==> src/rtl/sync_fifo_rd.sv <==
// Single-clock register-array FIFO with a registered read port,
// occupancy flags, word count and one-cycle overflow/underflow pulses.
module sync_fifo_rd #(
  parameter int DATA_W = 8,
  parameter int DEPTH  = 8,
  parameter int AW     = $clog2(DEPTH)
) (
  input  logic              clk,
  input  logic              rst,
  input  logic              wr_en,
  input  logic [DATA_W-1:0] wr_data,
  input  logic              rd_en,
  output logic [DATA_W-1:0] rd_data,
  output logic              rd_valid,
  output logic              full,
  output logic              empty,
  output logic [AW:0]       count,
  output logic              overflow,
  output logic              underflow
);

  localparam logic [AW:0] FULL_CNT = (AW + 1)'(DEPTH);

  logic [DATA_W-1:0] mem [DEPTH];
  logic [AW-1:0]     wr_ptr;
  logic [AW-1:0]     rd_ptr;
  logic              wr_acc;
  logic              rd_acc;

  always_comb begin
    full   = (count == FULL_CNT);
    empty  = (count == '0);
    wr_acc = wr_en && !full;
    rd_acc = rd_en && !empty;
  end

  // Storage is deliberately left out of reset.
  always_ff @(posedge clk) begin
    if (wr_acc) mem[wr_ptr] <= wr_data;
  end

  always_ff @(posedge clk or posedge rst) begin
    if (rst) begin
      wr_ptr    <= '0;
      rd_ptr    <= '0;
      count     <= '0;
      rd_data   <= '0;
      rd_valid  <= 1'b0;
      overflow  <= 1'b0;
      underflow <= 1'b0;
    end else begin
      rd_valid  <= rd_acc;
      overflow  <= wr_en && full;
      underflow <= rd_en && empty;
      if (wr_acc) wr_ptr <= wr_ptr + AW'(1);
      if (rd_acc) begin
        rd_data <= mem[rd_ptr];
        rd_ptr  <= rd_ptr + AW'(1);
      end
      case ({wr_acc, rd_acc})
        2'b10:   count <= count + (AW + 1)'(1);
        2'b01:   count <= count - (AW + 1)'(1);
        default: count <= count;
      endcase
    end
  end

endmodule
==> config.mk <==
export PLATFORM = sky130hd
export DESIGN_NAME = sync_fifo_rd
export DESIGN_NICKNAME = d
export VERILOG_FILES = /design/src/rtl/sync_fifo_rd.sv
export SDC_FILE = /design/constraint.sdc
export NUM_CORES = 1
export LEC_CHECK = 0
export ABC_AREA = 1
export CORE_AREA = 2 2 87 89
export DETAILED_ROUTE_END_ITERATION = 12
export DIE_AREA = 0 0 89 91
export PLACE_DENSITY_LB_ADDON = 0.15
export SLEW_MARGIN = 15
export SYNTH_ARGS = -nofsm -noshare
export SYNTH_HDL_FRONTEND = slang
export SYNTH_SLANG_ARGS = --single-unit
==> constraint.sdc <==
create_clock -name clk -period 1.91 [get_ports clk]
set_input_delay 0.382 -clock clk [delete_from_list [all_inputs] [get_ports clk]]
set_output_delay 0.382 -clock clk [all_outputs]
set_load 0.02 [all_outputs]
Yosys cells after proc, flatten, opt, wreduce, memory -nomap -nowiden
Memories as Yosys holds them, arrays and structs flattened. A register that Yosys moved wholly into a read port is not among the register bits.
Cells that the tools add are included.
Word-level totals
  bits in registers: 13
  bits in writable memories: 64
  bits of input ports: 12
  output and inout bits: 17
  logic and storage cells: 25
  memories: 1
Cells by class
  $add $sub $neg: 4
  equality and inequality tests: 3
  mux-type cells: 3
  reductions and logical operators: 8
Memories
  mem: depth 8, bits a word 8, rd ports 1, clocked after memory_dff 1, wr ports 1, RTL line 24  | logic [DATA_W-1:0] mem [DEPTH];
Operator list (count)
  case mux 4 bit (2 select lines): 1
  adder 3 x 1 -> 3 bit (second input constant): 2
  adder 4 x 1 -> 4 bit (second input constant): 1
  equality test 4 bit (second input constant): 1
  logical AND 1 bit: 4
  zero test 4 bit: 1
  subtractor 4 x 1 -> 4 bit (second input constant): 1
  equality test 2 x 1 -> 1 bit (second input constant): 1
  equality test 2 bit (second input constant): 1
  zero test 1 bit: 2
  two-way mux 1 bit: 2
  nonzero test 2 bit: 1

Logic depth before layout (Yosys ltp)
  word-level depth: 5
  gate-level depth with buffers: 14
  gate-level depth less buffers: 13

Worst setup path after synthesis
No wires, ideal clock.
  path type: register to register
  start: reg count[0]
  end: reg count[2]
  library setup time: 0.082 ns
  arrival time: 2.029 ns
  data required time: 1.828 ns
  slack: -0.201 ns
  stages on the path, launching flop included: 14
  buffers on the path: 1
  period minus slack after synthesis: 2.111 ns
  cell sequence: dfrtp_1 > nor2_2 > nand3_2 > inv_4 > nor2_8 > buf_12 > ha_1 > nand2_1 > inv_1 > nor2_1 > ha_1 > a21oi_1 > or2_1 > a31oi_1
Between the ends
  cells in the longest elaborated chain, start to end: 5
  elaborated cells on any way between the ends: 12
  those cells by class: add/sub (2); eq/ne (3); mux (1); reduce/logical (6)
RTL lines
  start: declaration: RTL line 17  | output logic [AW:0] count,
  start signal: assignment: RTL line 61  | 2'b10: count <= count + (AW + 1)'(1);
  start signal: assignment: RTL line 62  | 2'b01: count <= count - (AW + 1)'(1);
  start signal: assignment: RTL line 63  | default: count <= count;
  zero test 4 bit *: RTL line 32  | empty = (count == '0);
  named net empty: RTL line 16  | output logic empty,
  zero test 1 bit *: RTL line 34  | rd_acc = rd_en && !empty;
  logical AND 1 bit *: RTL line 34
  named net rd_acc: RTL line 28  | logic rd_acc;
  equality test 2 x 1 -> 1 bit or equality test 2 bit (tied branches): RTL line 60  | case ({wr_acc, rd_acc})
  case mux 4 bit (2 select lines) or nonzero test 2 bit (tied branches)
Mark *: on every way through the listed nets, which the timed path passes. The rest lies on a longest branch.
A chain may end at the register's enable or synchronous reset.

Final worst setup path
  start: reg count[0]
  end: out empty
Between the ends
  cells in the longest elaborated chain, start to end: 1
RTL lines (RTL line)
  zero test 4 bit: 32
  end: declaration: 16
No other way between the ends.

==> results.cfg <==
[placement]
dpl.hpwl_microns = 4520
gp_congestion = 0.846
pre_cts_ws_ns = -0.193
placed_area_sq_um = 4030
dp_cells = 445
portBuffers = 28

[logic_synthesis]
synth_area_sq_um = 3590
synth_top_area_share_pct = 53.6
ys_seq_area_share_pct = 68.2
synth-async-reset-ratio_pct = 24.7
synth_edf_count = 64
synth_cells = 312
synth_top_family_by_area = simple AND/OR/NAND/NOR gates
muxShareOfSynthArea_pct = 0
synth-compound-area-share_pct = 5.30
ys_warn_count = 0
synth-xor-area-share_pct = 1.22
ys_seq_elements = 85
yosys.area.top_type = edfxtp_1
yosys.area_share.adder_pct = 1.74
synth-simple-area-share_pct = 17.8
synth_nets = 329
yosysUniqueCellTypes = 29
synthFlopType = edfxtp_1
syn_avg_cell_area_sq_um = 11.5
synth_area_leaders = edfxtp_1 (54%), dfrtp_1 (15%), nor2_1 (8.1%)

[route]
first_pass_iters = 4
vias_per_cell = 4.91
route.vias.total = 2263
routed_wl_microns = 6770
drt_iter0_drc = 207
drc = 0
routedWlPerCell_microns = 14.7
postRouteAntennaNets = 0

[clock_network]
htree_levels = 3
clock_latency_ns = 0.36
root_buffer = clkbuf_8
clkTransAtPathRegs_ns = 0.09
cts_tree = built
clk_path_buf_depth = 2
cts_setup_buffers = 0
cts_hold_buf = 0
numCtsBuffers = 9
clock_sinks = 85

[setup_path]
cp.arrival_ns = 1.45
cp-end-kind = output pin
path_delay_family = flip-flops
crit_fanout = 2
start_kind = register
required_ns = 1.53
crit_path_cell_trace = nor2_4, nand3_4, inv_4, dlygate4sd2_1
critPathMaxStageDelay_ns = 0.43
ff2ff_path_depth = 12
cp_num_cells = 4
path_buf_inv = 2
critPathKind = register to output pin
worst_path_max_delay_cell = dfrtp_2

[cells_and_area]
num-nets-final = 374
n_antenna_cell = 0
fin_util_pct = 59.7
synthToLayoutAreaGrowth_pct = 18.9
fin_area_sq_um = 4260
drive_gt1_share_pct = 15.7
fin_cells = 461

[sta]
setup_violations = 0
fin_crit_sh_pct = 95.9
hold_viol_final = 0
hold_ws_ns = 0.354
worst_pin_slew_ns = 0.483
clock_skew_ns = 0.00884
fmax_mhz = 546
rsz0062_at_grt = true
fin_setup_tns_ns = 0
final.setup.worst_slack_ns = 0.0778
slew_viol_final = 0
slew_headroom_pct = 67.8
period_minus_slack_ns = 1.83

[grt]
antenna_found_initial = 0
grt_pass1_vias = 2300
grt_overflow_total = 0
grt_usage_pct = 19.0
grt_pass1_wl_microns = 11400
grt_max_degree = 33

[power]
irDropWorstVdd_mv = 0.566
internal-power_mw = 4.01
power_switching_mw = 2.44
p_leak_nw = 1.69
pwr-share-clk_pct = 20.4
power_density_nw_per_um2 = 1510
comb_power_share_pct = 37.8
p_total_mw = 6.46
seqPwrFrac_pct = 41.9
swShare_pct = 37.8

[run_status]
status = finished clean

[die]
die_y_microns = 91
core_sq_um = 7140
fp.dieArea_sq_um = 8100
num_io_pins = 29
rows = 31
start_util_pct = 50.3
die_x_microns = 89

[min_path]
hp-class = primary input to asynchronous set/reset pin

[run]
maxCapViolations = 0
[cells in the final DEF, fill, tap and decap left out, types with 2 or more instances in the layout]
cell type        synthesis  routed
edfxtp_1                64      64
o21ai_1                  3       3
xnor2_1                  2       2
clkinv_4                 0       2
inv_6                    0       2
nor2_4                   0       2
dfrtp_2                  0       3
buf_4                    1      17
inv_1                   11      10
nor2_1                  77      75
inv_2                    4       5
nand2_1                 39      38
nand2_2                  1       2
nand3_1                 27      27
o21ai_0                 31      31
inv_4                    2       2
xor2_1                   3       3
clkbuf_8                 2       9
clkdlybuf4s50_1          0      23
dlymetal6s2s_1           0       3
dfrtp_1                 21      18
ha_1                     5       3
dlygate4sd2_1            0       2
[power groups by stage]
stage	Sequential [mW]	Clock (mW)	Combinational (mW)
final	2.70	1.32	2.44
after global routing	2.75	1.42	2.77
after CTS	2.70	1.33	2.40
after detailed placement	2.74	0	2.41
after global placement	2.73	0	2.36
after floorplan	2.79	0	1.62
[flip-flops by register name, indices dropped and copies added, names as in the netlist]
signal	cells
rd_valid	1
rd_data	8
rd_ptr	3
mem	64
underflow	1
overflow	1
wr_ptr	3
count	4
[synth_stat cells (2+ instances only)]
cell / n
clkbuf_8: 2
xnor2_1: 2
o21ai_0: 31
inv_4: 2
buf_6: 6
nand3_2: 2
inv_2: 4
inv_1: 11
nand2_1: 39
dfrtp_1: 21
nor2_1: 77
edfxtp_1: 64
ha_1: 5
o21ai_1: 3
nand3_1: 27
xor2_1: 3
[cell type report]
type / count / area (sq um)
multi-input combinational: 197 / 978
fill: 617 / 2870
inverter: 18 / 72.6
tap: 99 / 124
clock inverter: 7 / 81.3
timing repair buffer: 46 / 433
clock buffer: 9 / 124
sequential: 85 / 2450
[kinds of logic after synthesis]
group | count (synthesis)
AND/OR/NAND/NOR | 150
flip-flops | 85
AO/OA/AOI/OAI | 37
buffers and inverters | 30
XOR/XNOR | 5
adder cells (fa/ha/maj) | 5
[repair_timing]
action / CTS / global route
endpoints found under the setup margin: 2 / 11
resized for setup: 2 / 11
endpoints found under the hold margin: 0 / 0
pin swaps: 0 / 8
[worst paths after layout]
kind	endpoint	slack, ns	start
worst max-delay path	empty	0.08	count[0]$_DFFE_PP0P_
worst min-delay path	rd_data[5]$_DFFE_PP0P_	0.35	rst
worst max register to register	count[2]$_DFFE_PP0P_	0.10	count[0]$_DFFE_PP0P_
worst min register to register	rd_data[1]$_DFFE_PP0P_	0.48	rd_data[1]$_DFFE_PP0P_
max in group asynchronous	count[0]$_DFFE_PP0P_	1.32	rst
min in group clk	rd_data[1]$_DFFE_PP0P_	0.48	rd_data[1]$_DFFE_PP0P_
[routing by layer]
layer	track usage [%]	vias to the layer above	share of wire [%]
met3	4.36	6	4.3
met2	27.1	45	46
met5	0	-	0
li1	-	1147	-
met4	5.85	0	1.0
met1	29.0	1065	48
[worst min-delay path: cells and delay by family]
kind,cells,cell delay [ns]
buf+inv,3,0.71
Power figures use the tool's default switching activity.
